### config.mk
export PLATFORM = sky130hd
export DESIGN_NAME = operand_streamer_flat
export DESIGN_NICKNAME = d
export VERILOG_FILES = /design/src/rtl/systolic_pkg.sv /design/src/rtl/operand_streamer_if.sv /design/src/rtl/operand_streamer.sv /design/src/flat_wrapper.sv
export SDC_FILE = /design/constraint.sdc
export NUM_CORES = 1
export LEC_CHECK = 0
export CAP_MARGIN = 25
export CORE_MARGIN = 1
export CORE_UTILIZATION = 30
export CTS_CLUSTER_SIZE = 28
export DETAILED_ROUTE_END_ITERATION = 12
export GPL_ROUTABILITY_DRIVEN = 0
export GPL_TIMING_DRIVEN = 0
export RECOVER_POWER = 100
export SYNTH_ARGS = -nofsm -noshare
export SYNTH_HDL_FRONTEND = slang
export SYNTH_SLANG_ARGS = --single-unit
### constraint.sdc
create_clock -name clk -period 8.5 [get_ports clk]
set_clock_uncertainty 0.15 [all_clocks]
set_input_delay 2.55 -clock clk [delete_from_list [all_inputs] [get_ports clk]]
set_output_delay 2.55 -clock clk [all_outputs]
set_load 0.03 [all_outputs]
### src/rtl/systolic_pkg.sv
// Shared definitions for the systolic MAC array blocks: operand width default
// and the operand streamer's FSM state encoding.
package systolic_pkg;

    localparam int DATA_WIDTH = 32;

    typedef enum logic [1:0] {
        IDLE   = 2'd0,
        STREAM = 2'd1,
        DONE   = 2'd2
    } stream_state_e;

endpackage

### src/rtl/operand_streamer_if.sv
// Operand handshake toward a MAC edge input: data/waiting/finished flow from
// the source (master), ready flows back from the MAC (slave).
interface operand_streamer_if #(
    parameter int DATA_WIDTH = systolic_pkg::DATA_WIDTH
);
    logic [DATA_WIDTH-1:0] out_data;
    logic                  out_waiting;
    logic                  out_finished;
    logic                  out_ready;

    modport master (output out_data, output out_waiting, output out_finished, input out_ready);
    modport slave  (input out_data, input out_waiting, input out_finished, output out_ready);
endinterface

### src/rtl/operand_streamer.sv
// Holds one operand vector in a local buffer and replays it over the MAC
// operand handshake, one pass per dot product.
module operand_streamer
    import systolic_pkg::*;
#(
    parameter int DEPTH = 16,
    parameter int REP_W = 8,
    localparam int ADDR_W = $clog2(DEPTH)
) (
    input  logic                  clk,
    input  logic                  rst,
    input  logic                  wr_en,
    input  logic [ADDR_W-1:0]     wr_addr,
    input  logic [DATA_WIDTH-1:0] wr_data,
    input  logic                  start,
    input  logic [ADDR_W:0]       len,
    input  logic [REP_W-1:0]      reps,
    operand_streamer_if.master    out_if,
    output logic                  busy,
    output logic                  done
);

    localparam logic [ADDR_W:0] DEPTH_L = (ADDR_W+1)'(DEPTH);

    stream_state_e         state_q, state_d;
    logic [ADDR_W:0]       idx_q, idx_d;
    logic [ADDR_W:0]       len_q, len_d;
    logic [REP_W-1:0]      pass_q, pass_d;
    logic [DATA_WIDTH-1:0] data_q, data_d;
    logic                  waiting_q, waiting_d;
    logic                  finished_q, finished_d;

    logic [DATA_WIDTH-1:0] mem [DEPTH];
    logic                  mem_we;
    logic [ADDR_W:0]       eff_len;
    logic [REP_W-1:0]      eff_reps;
    logic [ADDR_W:0]       idx_inc;
    logic                  xfer;
    logic                  last_elem;

    // Buffer is writable only while idle, so it is frozen during a stream.
    assign mem_we = wr_en && (state_q == IDLE);

    always_ff @(posedge clk) begin
        if (mem_we) begin
            mem[wr_addr] <= wr_data;
        end
    end

    assign eff_len   = (len > DEPTH_L) ? DEPTH_L : len;
    assign eff_reps  = (reps == '0) ? REP_W'(1) : reps;
    assign idx_inc   = idx_q + 1'b1;
    assign xfer      = waiting_q && out_if.out_ready;
    assign last_elem = (idx_q == len_q - 1'b1);

    always_comb begin
        state_d    = state_q;
        idx_d      = idx_q;
        len_d      = len_q;
        pass_d     = pass_q;
        data_d     = data_q;
        waiting_d  = waiting_q;
        finished_d = finished_q;
        unique case (state_q)
            IDLE: begin
                if (start) begin
                    if (eff_len == '0) begin
                        state_d = DONE;
                    end else begin
                        state_d    = STREAM;
                        idx_d      = '0;
                        len_d      = eff_len;
                        pass_d     = eff_reps;
                        data_d     = mem[0];
                        waiting_d  = 1'b1;
                        finished_d = (eff_len == (ADDR_W+1)'(1));
                    end
                end
            end
            STREAM: begin
                if (xfer) begin
                    if (!last_elem) begin
                        idx_d      = idx_inc;
                        data_d     = mem[idx_inc[ADDR_W-1:0]];
                        finished_d = (idx_inc == len_q - 1'b1);
                    end else if (pass_q > REP_W'(1)) begin
                        // Wrap straight into the next pass with no bubble.
                        idx_d      = '0;
                        pass_d     = pass_q - 1'b1;
                        data_d     = mem[0];
                        finished_d = (len_q == (ADDR_W+1)'(1));
                    end else begin
                        state_d    = DONE;
                        idx_d      = '0;
                        pass_d     = '0;
                        waiting_d  = 1'b0;
                        finished_d = 1'b0;
                    end
                end
            end
            DONE: begin
                state_d = IDLE;
            end
            default: begin
                state_d = IDLE;
            end
        endcase
    end

    always_ff @(posedge clk or negedge rst) begin
        if (!rst) begin
            state_q    <= IDLE;
            idx_q      <= '0;
            len_q      <= '0;
            pass_q     <= '0;
            data_q     <= '0;
            waiting_q  <= 1'b0;
            finished_q <= 1'b0;
        end else begin
            state_q    <= state_d;
            idx_q      <= idx_d;
            len_q      <= len_d;
            pass_q     <= pass_d;
            data_q     <= data_d;
            waiting_q  <= waiting_d;
            finished_q <= finished_d;
        end
    end

    assign out_if.out_data     = data_q;
    assign out_if.out_waiting  = waiting_q;
    assign out_if.out_finished = finished_q;
    assign busy                = (state_q == STREAM);
    assign done                = (state_q == DONE);

endmodule

### src/flat_wrapper.sv
// flat-port wrapper written by rule: the top's interface ports become plain ports
module operand_streamer_flat import systolic_pkg::*;
#(
    parameter int DEPTH = 16,
    parameter int REP_W = 8,
    localparam int ADDR_W = $clog2(DEPTH)
)
  (clk, rst, wr_en, wr_addr, wr_data, start, len, reps, busy, done, out_if_out_data, out_if_out_waiting, out_if_out_finished, out_if_out_ready);
  operand_streamer_if #(.DATA_WIDTH((32))) out_if_i ();
  input  logic clk;
  input  logic rst;
  input  logic wr_en;
  input  logic [ADDR_W-1:0] wr_addr;
  input  logic [DATA_WIDTH-1:0] wr_data;
  input  logic start;
  input  logic [ADDR_W:0] len;
  input  logic [REP_W-1:0] reps;
  output logic busy;
  output logic done;
  output wire logic [$bits(out_if_i.out_data)-1:0] out_if_out_data;
  output wire logic [$bits(out_if_i.out_waiting)-1:0] out_if_out_waiting;
  output wire logic [$bits(out_if_i.out_finished)-1:0] out_if_out_finished;
  input wire logic [$bits(out_if_i.out_ready)-1:0] out_if_out_ready;
  assign out_if_out_data = out_if_i.out_data;
  assign out_if_out_waiting = out_if_i.out_waiting;
  assign out_if_out_finished = out_if_i.out_finished;
  assign out_if_i.out_ready = out_if_out_ready;
  operand_streamer #(.DEPTH(DEPTH), .REP_W(REP_W)) u_core (.clk(clk), .rst(rst), .wr_en(wr_en), .wr_addr(wr_addr), .wr_data(wr_data), .start(start), .len(len), .reps(reps), .out_if(out_if_i), .busy(busy), .done(done));
endmodule
### Word-level counts from Yosys, hierarchy flattened

Memory sizes are Yosys's and may differ from the RTL's.
Index checks and enable logic that the tools add are counted.

* bits in latches: 0
* memories kept: 1
* bits in writable memories: 512
* memory bits (read-only): 0
* word-level logic and storage cells: 77
* register bits after elaboration: 54

* equal/unequal tests: 12
* muxes and demuxes: 39
* reductions and logical operators: 12
* shift operators: 0
* div/mod/pow operators: 0
* $add $sub $neg: 3
* bitwise gates (word level): 1
* magnitude comparators: 2
* $mul: 0

Memory list
* u_core.mem: words 16, width 32, rd ports 2, clocked after Yosys merged registers in 0, wr ports 1, RTL line operand_streamer.sv:33 `logic [DATA_WIDTH-1:0] mem [DEPTH];`

Operator list (number)
* 32-bit two-way mux: 5
* 32-bit case mux with 2 select lines: 1
* 8-bit two-way mux: 6
* 5-bit two-way mux: 5
* 8-bit case mux with 2 select lines: 1
* 1-bit two-way mux: 12
* 5-bit by 1-bit == test with 1-bit output (second input constant): 2
* 5-bit == test: 2
* 2-bit two-way mux: 5
* 5-bit case mux with 2 select lines: 1
* 5-bit AND reduction: 2
* 8-bit by 1-bit > comparator with 1-bit output (second input constant): 1
* 8-bit zero test: 1
* 4-bit AND reduction: 2
* 8-bit by 1-bit subtractor with 8-bit output (second input constant): 1
* 2-bit inequality test (second input constant): 3
* 6-bit AND reduction: 1
* 5-bit by 1-bit adder with 5-bit output (second input constant): 1
* 5-bit > comparator (second input constant): 1
* 5-bit zero test: 1
* 5-bit by 1-bit subtractor with 5-bit output (second input constant): 1
* 2-bit by 1-bit inequality test with 1-bit output (second input constant): 2
* 1-bit case mux with 2 select lines: 2
* 2-bit case mux with 2 select lines: 1
* other kinds (8): 9

### Depth between registers and ports, before layout

Gate-level depths: netlist (run 1).

* depth in word-level cells: 6
* depth in mapped cells: 8
* depth with buffers taken out: 7

### Worst setup path before layout (run 1)

No wires, ideal clock.

* path kind: input port to flip-flop
* start: in wr_addr[1]
* end: mem u_core.mem[0][0] (enable)
* data arrival time: 5.190 ns
* setup time: 0.461 ns
* stages: 2
* setup slack: 2.698 ns
* cell sequence: or3_1 -> nor3_1

RTL lines
* from (decl): RTL line flat_wrapper.sv:13 `input logic [ADDR_W-1:0] wr_addr;`
* to (decl): RTL line operand_streamer.sv:33

Straight into the memory's write port.

### Worst setup path in the final report (run 1)

* start: in wr_addr[0]
* end: mem u_core.mem[11][17] (enable)

Straight into the memory's write port.

==> results by group, run 1 <==
Run status
  – Status: finished, violations left
  – Failing checks: max-capacitance violations, max-slew violations

Global route
  – Via count of the first global-routing pass: 13.05k
  – GR Layer Usage met1: a little over a fifth
  – Met3 Usage GRT: between 2 and 2.5%
  – Initial antenna violation count: 4
  – Global-route usage over all layers: between 10% and 20%
  – Largest net degree at the start of global routing: 55
  – Grt peak-use layer: met2
  – Met2 usage: between 20% and 30%
  – GRT Residual Overflow: 0
  – First-pass GRT wire length: 85,150 um

Drt
  – Via-to-Cell Ratio: between 5 and 6
  – WL/cell: 23.80 um
  – Initial DRT Pass Iterations: 7
  – Routed vias: 12.51k
  – Drt total wl: 57,490 um
  – Initial DRC Count: 1,111
  – DR DRC count: 0
  – DRT antenna net count: 0

Placement
  – Dpl cell area: 25,180 um^2
  – # port buffers: 89
  – Detailed placement HPWL: 37,930 um

Clock tree
  – Clock transition at path regs: around 0.06 ns
  – Post-CTS Setup Bufs: 0
  – Root Buffer: clkbuf_16
  – Post-CTS Resized: 0
  – Hold Buf Count CTS: 0
  – CTS tree: done
  – Clock latency reported for the late side of the worst-skew pair: about 0.64 ns
  – CTS sink count: about 570
  – Cts bufs inserted: 58
  – CTS Buffer Depth: 3
  – H-tree Lvls: 2

Power
  – Clock Power Share: 26.6%
  – Total Power: 9.318 mW
  – VDD IR-drop max: 0.1788 mV
  – Sw frac: a little over a third
  – Int Pwr: 6.020 mW
  – Lkg Pwr: 8.555 nW
  – Switching Power: around 3.3 mW
  – Flop pwr share: 35.4%
  – Comb power frac: around 38%
  – Power Density: 350.4 nW/um^2

Synth
  – Synth area leaders: edfxtp_1 (68%), mux4_2 (13%), dfrtp_1 (6.0%), nand2_1 (2.4%), nand3_1 (2.3%)
  – Distinct cells, synth: 54
  – Yosys warnings: 0
  – Ys flop type: edfxtp_1
  – Seq/Total Area, Yosys: 74.27%
  – FF+latch count, synth: 566
  – Yosys top cell area share: 68.27%
  – Synthesized cell area: between 20,000 and 25,000 um^2
  – Synth area leader: edfxtp_1
  – Cells after Synth: 1,221
  – Async SR Flop Fraction: 9.541%
  – Synth Net Count: 1,280
  – Post-synth EDFFs: 512
  – Mean post-synth cell area: 18.45 um^2

Final layout
  – # nets final: 1,456
  – Ant diodes: 0
  – Area delta synth->final: 18.07%
  – Multi-input gate area: 5445 um^2
  – Sequential cell area: 16,730 um^2
  – Post-route design area: approximately 27,000 um^2
  – Layout cells sized above 1: 17.21%
  – Filler cell count: between 6k and 7k

Setup path
  – CP peak stage delay: 1.51 ns
  – CP max FO: 19
  – Critical Path Sink Type: flip-flop
  – Crit path launch type: input port
  – CP Cell Sequence: dlygate4sd3_1 -> nand4_1 -> nor2_1 -> clkbuf_1
  – Critical Path Slowest Stage Cell: nor2_1
  – Worst EP required: 8.55 ns
  – Critical path arrival: approximately 6.3 ns
  – CP Class: in2reg

Die
  – Die Ht: between 200 and 300 um
  – Die width: 276.0 um
  – IO Pins: 90
  – Rows: 100
  – Die area: 76,170 um^2
  – Initial Util: 30.30%
  – Core area: 74,320 um^2

Timing
  – Period utilization: 73.46%
  – Max-slew violations: ~340
  – Crit path time final: 6.244 ns
  – Unrepaired setup endpoints after global routing: false
  – FMAX: ~160 MHz
  – Worst slew margin: -150.9%
  – Worst slew pin tran: 3.764 ns
  – Final hold violation count: 0
  – Setup-failing EPs final: 0

Worst hold path
  – Hold Crit Class: reg2reg

Job
  – Maxcap violations: 18
-- per-stage QoR --
stage	util [%]	setup TNS (ns)	setup WS (ns)	hold slack, ns	instances
after global placement	33.13	-42.17	-0.4025	0.3455	2279
after floorplan	-	0	2.698	0.3164	1221
after CTS	36.40	0	2.829	0.3821	2416
after detailed placement	33.88	0	3.107	0.3690	2306
after global routing	35.78	0	2.169	0.3971	2416
final	35.78	0	2.256	0.3864	2416
-- worst paths after layout --
| check | from | endpoint | slack [ns] | depth (start not counted) |
|---|---|---|---|---|
| setup reg to reg | u_core.state_q[1] | u_core.mem[8][17] | 4.11 | 5 |
| hold reg to reg | u_core.state_q[1] | u_core.state_q[1] | 0.39 | 1 |
| max in group asynchronous | rst | u_core.out_if.out_data[17] | 2.97 | 1 |
| min in group asynchronous | rst | u_core.len_q[1] | 3.09 | 1 |
| setup / recovery | wr_addr[0] | u_core.mem[11][17] | 2.26 | 4 |
| hold / removal | u_core.state_q[1] | u_core.state_q[1] | 0.39 | 1 |
-- critical path, delay by kind of cell --
family                 cells  cell delay, ns
buffers and inverters      2            1.87
and+or+nand+nor            2            1.86
-- area by class of cell --
| class | instances | share of cell area, % |
|---|---|---|
| buffer | 74 | 1.162 |
| tap | 969 | 4.559 |
| inverter | 10 | 0.1412 |
| clock inverter | 32 | 1.035 |
| timing repair buffer | 116 | 3.722 |
| multi-input combinational | 571 | 20.48 |
| clock buffer | 78 | 6.004 |
| sequential | 566 | 62.90 |
-- registers in the layout, summed over array words and instances, names as in the netlist --
signal,cells
u_core.idx_q,5
u_core.len_q,5
u_core.mem,512
u_core.out_if.out_data,32
u_core.out_if.out_finished,1
u_core.out_if.out_waiting,1
u_core.pass_q,8
u_core.state_q,2
-- cell families after synthesis --
family	synth area share, %
DFF	74.27
xor gates and xnor gates	0.7889
and+or+nand+nor	6.194
muxes	12.89
AOI/OAI and AO/OA	4.033
buffers and inverters	1.544
adders and majority gates	0.2778
-- power groups by stage --
| stage | logic (mW) | registers, mW | clock network (mW) |
|---|---|---|---|
| 6_report | 3.54 | 3.30 | 2.48 |
| 3_5_place_dp | 3.59 | 3.36 | 0 |
| 2_1_floorplan | 2.30 | 3.45 | 0 |
| 4_1_cts | 3.61 | 3.30 | 2.51 |
| 3_3_place_gp | 3.55 | 3.36 | 0 |
| 5_1_grt | 3.83 | 3.31 | 2.62 |
-- layout by cell type, fill, tap and decap left out, types with 3 or more instances in the layout --
cell / instances
inv_1: 9
nor2_1: 24
nand2_1: 143
a2bb2oi_1: 34
dfrtp_1: 54
clkinv_1: 15
dlygate4sd3_1: 72
a22oi_1: 3
clkinv_2: 9
xnor2_1: 9
a31oi_1: 3
clkbuf_16: 58
mux4_2: 128
o31ai_1: 8
xor2_1: 5
or3_1: 4
nor3_1: 9
nor4_1: 3
buf_2: 25
clkbuf_8: 7
nand2b_1: 7
clkdlybuf4s50_1: 16
a21oi_1: 6
ha_1: 5
nand3_1: 103
o21ai_0: 14
a221oi_1: 32
clkbuf_1: 85
edfxtp_1: 512
bufinv_16: 3
buf_1: 4
-- synth_stat cells, types with 2 or more instances --
| master | count |
|---|---|
| a21oi_1 | 6 |
| a221oi_1 | 32 |
| a22oi_1 | 3 |
| a2bb2oi_1 | 34 |
| a31oi_1 | 3 |
| buf_1 | 4 |
| buf_2 | 26 |
| clkbuf_1 | 44 |
| dfrtp_1 | 54 |
| edfxtp_1 | 512 |
| ha_1 | 5 |
| inv_1 | 9 |
| mux4_2 | 128 |
| nand2_1 | 142 |
| nand2b_1 | 7 |
| nand3_1 | 103 |
| nand4_1 | 2 |
| nor2_1 | 24 |
| nor3_1 | 9 |
| nor4_1 | 3 |
| o21ai_0 | 5 |
| o21ai_1 | 9 |
| o2bb2ai_1 | 2 |
| o31ai_1 | 8 |
| or3_1 | 4 |
| or4_1 | 2 |
| xnor2_1 | 9 |
| xnor2_2 | 2 |
| xor2_1 | 5 |
-- metal layers --
metal,vias up,wire length (um)
li1,5306,-
met5,-,26
met2,525,27880
met3,94,3734
met1,6576,24560
met4,4,1298
Note: power is estimated with default switching activity, not from simulation.
==> inputs of run 2 (changes only) <==
==> constraint.sdc (replaced) <==
create_clock -name clk -period 6.55 [get_ports clk]
set_clock_uncertainty 0.15 [all_clocks]
set_input_delay 1.965 -clock clk [delete_from_list [all_inputs] [get_ports clk]]
set_output_delay 1.965 -clock clk [all_outputs]
set_load 0.03 [all_outputs]
==> results of run 2 <==
The final DEF is identical to that of run 1. Status: finished, violations left: max-capacitance violations, max-slew violations.
Among the figures that moved: setup slack after placement 3.107 ns -> 1.742 ns; setup slack after layout 2.256 ns -> 0.8908 ns; register-to-register setup slack 4.11 ns -> 2.16 ns; total power 9.318 mW -> 12.09 mW; worst IR drop on VDD 0.1788 mV -> 0.2320 mV
==> inputs of run 3 (changes only) <==
--- a/config.mk
+++ b/config.mk
@@ -5,13 +5,14 @@
 export SDC_FILE = /design/constraint.sdc
 export NUM_CORES = 1
 export LEC_CHECK = 0
+export ABC_AREA = 1
 export CAP_MARGIN = 25
 export CORE_MARGIN = 1
 export CORE_UTILIZATION = 30
 export CTS_CLUSTER_SIZE = 28
 export DETAILED_ROUTE_END_ITERATION = 12
 export GPL_ROUTABILITY_DRIVEN = 0
-export GPL_TIMING_DRIVEN = 0
+export MAX_ROUTING_LAYER = met4
 export RECOVER_POWER = 100
 export SYNTH_ARGS = -nofsm -noshare
 export SYNTH_HDL_FRONTEND = slang
==> results by group, run 3 <==
Synth
  – Synth area leaders: edfxtp_1 (64%), nand2_1 (15%), nand3_1 (5.9%), dfrtp_1 (5.6%), nor2_1 (2.7%)
  – Seq/Total Area, Yosys: 69.23% (-5.0 points)
  – Synth cell count leaders: nand2_1 (984), edfxtp_1 (512), nand3_1 (286)
  – Distinct cells, synth: 30 (-44%)
  – Top-count cell post-synth: nand2_1
  – Synth area leader: edfxtp_1
  – Synth Net Count: 2,413 (+89%)
  – FF+latch count, synth: 566 (unchanged)
  – Yosys top cell area share: 63.64% (-4.6 points)
  – Synthesized cell area: 24,160 um^2 (+7.3%)
  – Async SR Flop Fraction: 9.541% (unchanged)
  – Post-synth EDFFs: 512 (unchanged)
  – Mean post-synth cell area: 10.26 um^2 (-44%)
  – Ys flop type: edfxtp_1
  – Yosys warnings: 0 (unchanged)
  – Cells after Synth: 2,354 (+93%)

Final layout
  – Filler cell count: 7,929 (+14%)
  – # nets final: 2,468 (+70%)
  – Most frequent cells in the layout: nand2_1 (984), edfxtp_1 (512), nand3_1 (286)
  – Layout cells sized above 1: 5.004% (-12 points)
  – Final non-filler cell total: 3,512 (+45%)
  – Most common cell after layout, fill and taps aside: nand2_1
  – Max FFs per register: 512 (unchanged)
  – Area delta synth->final: 15.96%
  – Biggest register: u_core.mem

Global route
  – Grt peak-use layer: met2
  – Met3 Usage GRT: 2.943% (+0.71 points)
  – GRT Residual Overflow: 0 (unchanged)
  – Initial antenna violation count: 8 (+4)
  – Met2 usage: 25.56% (+0.35 points)
  – Global-route usage over all layers: 16.63% (+1.4 points)
  – GR Layer Usage met1: 22.48% (+1.6 points)
  – Via count of the first global-routing pass: 15.95k (+22%)
  – Largest net degree at the start of global routing: 119 (+120%)
  – First-pass GRT wire length: 99,840 um (+17%)

Timing
  – Setup_tns: 0 ns (unchanged)
  – Crit path time final: 5.394 ns
  – FMAX: 185.4 MHz
  – WHS: 0.3195 ns (-0.06699 ns)
  – Setup-failing EPs final: 0 (unchanged)
  – PnR worst setup slack: 1.156 ns
  – Max-slew violations: 347 (+2.7%)
  – Period utilization: 82.35%
  – Final hold violation count: 0 (unchanged)
  – Worst slew pin tran: 2.407 ns (-1.356 ns)
  – Unrepaired setup endpoints after global routing: false
  – Worst slew margin: -61.09% (+90 points)

Drt
  – WL/cell: 18.90 um (-21%)
  – Via-to-Cell Ratio: 4.725 (-8.7%)
  – DRT antenna net count: 0 (unchanged)
  – DR DRC count: 0 (unchanged)
  – Routed vias: 16.59k (+33%)
  – Initial DRC Count: 1,625 (+46%)
  – Drt total wl: 66,390 um (+15%)
  – Initial DRT Pass Iterations: 5 (-2)

Run status
  – Status: finished, violations left
  – Failing checks: max-capacitance violations, max-slew violations

Placement
  – Dpl cells: 3,397 (+47%)
  – # port buffers: 89 (unchanged)
  – Pre-CTS WS: roughly 1.8 ns
  – Detailed placement HPWL: 39,800 um (+4.9%)

Setup path
  – Worst EP required: 6.62 ns
  – Crit path launch type: input port
  – Critical path arrival: roughly 5.5 ns
  – CP Class: in2reg
  – Critical Path Sink Type: flip-flop
  – CP max FO: 17 (-2)
  – Reg2Reg Depth: 10 (+5)

Clock tree
  – Hold Buf Count CTS: 0 (unchanged)
  – Post-CTS Resized: 0 (unchanged)
  – Post-CTS Setup Bufs: 0 (unchanged)
  – H-tree Lvls: 2 (unchanged)
  – CTS Buffer Depth: 3 (unchanged)
  – Clock latency reported for the late side of the worst-skew pair: 0.63 ns (about the same)
  – CTS tree: done
  – Root Buffer: clkbuf_16
  – Cts bufs inserted: 57 (-1.7%)
  – CTS sink count: 566 (unchanged)
  – Clock transition at path regs: 0.06 ns (about the same)

Die
  – Core area: 79,390 um^2 (+6.8%)
  – IO Pins: 90 (unchanged)
  – Die Ht: 285.8 um (+3.5%)
  – Rows: 103 (+3.0%)
  – Die area: 81,670 um^2 (+7.2%)
  – Initial Util: 30.43% (+0.13 points)
  – Die width: 285.8 um (+3.5%)

Worst hold path
  – Worst hold path depth: 2 (+1)
  – Hold Crit Class: reg2reg

Job
  – Maxcap violations: 15 (-3)

Power
  – Lkg Pwr: 11.03 nW (+29%)
  – Power Density: 447.6 nW/um^2
  – VDD IR-drop max: between 0.2 and 0.25 mV
run 3: changes by cell type after synthesis, moves of 5 or more:
cell       change
nor2_1       +152
buf_2         +47
a2bb2oi_1     -34
o21ai_0       +68
nand2b_1       -7
a221oi_1      -32
inv_1         +85
o31ai_1        -8
nand3_1      +183
nand2_1      +842
xnor2_1        -7
nor3_1         -5
mux4_2       -128
run 3: cell type report:
type / count / area (um^2) / share of cell area [%]
Antenna cell: 4 / 10.01 / 0.03573
Clock buffer: 71 / 1540 / 5.498
Clock inverter: 37 / 469.2 / 1.675
Inverter: 99 / 376.6 / 1.344
Multi-Input combinational cell: 1564 / 6496 / 23.19
Sequential cell: 566 / 16730 / 59.72
Tap cell: 1050 / 1314 / 4.690
Timing Repair Buffer: 121 / 1079 / 3.850
run 3: worst max-delay path: stages:
cell and delay (ns):
dlygate4sd3_1 0.52, inv_1 0.09, nor2_1 0.25, nand2_1 0.17
nor2_1 1.33, clkbuf_1 1.12
run 3: where the power goes:
part | internal, mW | switching, mW | leakage, nW
Sequential | 4.09 | 0.191 | 5.28
Clock | 2.07 | 1.43 | 0.994
Combinational | 1.41 | 3.35 | 4.75
Total | 7.57 | 4.97 | 11.0
run 3: layer usage:
metal / share of wire (%) / routed length (um)
met2: 46 / 30460
met4: 2.4 / 1624
met3: 6.9 / 4595
met1: 45 / 29710
met5: 0 / 0
run 3: path summary, 6_finish.rpt:
path / end / slack (ns) / from
max in group asynchronous: u_core.idx_q[0] / 4.29 / rst
worst min register to register: u_core.out_if.out_data[16] / 0.32 / u_core.out_if.out_data[16]
min in group asynchronous: u_core.out_if.out_data[21] / 1.29 / rst
worst min-delay path: u_core.out_if.out_data[16] / 0.32 / u_core.out_if.out_data[16]
worst max register to register: u_core.out_if.out_data[24] / 1.50 / u_core.idx_q[0]
worst max-delay path: u_core.mem[0][16] / 1.16 / wr_en
run 3: per-stage QoR:
step                util (%)  instance area, um^2  power (mW)
floorplan                  -                24160       7.675
CTS                    35.67                28310       12.64
finish                 35.29                28010       12.54
global route           35.29                28010       13.32
global placement       32.86                26090       9.139
detailed placement     33.14                26310       9.150
run 3: cell families after synthesis:
family / after synthesis / synth area share (%)
xor+xnor: 4 / 0.1450
simple gates: 1460 / 24.35
fa+ha+maj: 5 / 0.2589
buf+inv: 224 / 3.983
compound gates: 95 / 2.030
flops: 566 / 69.23
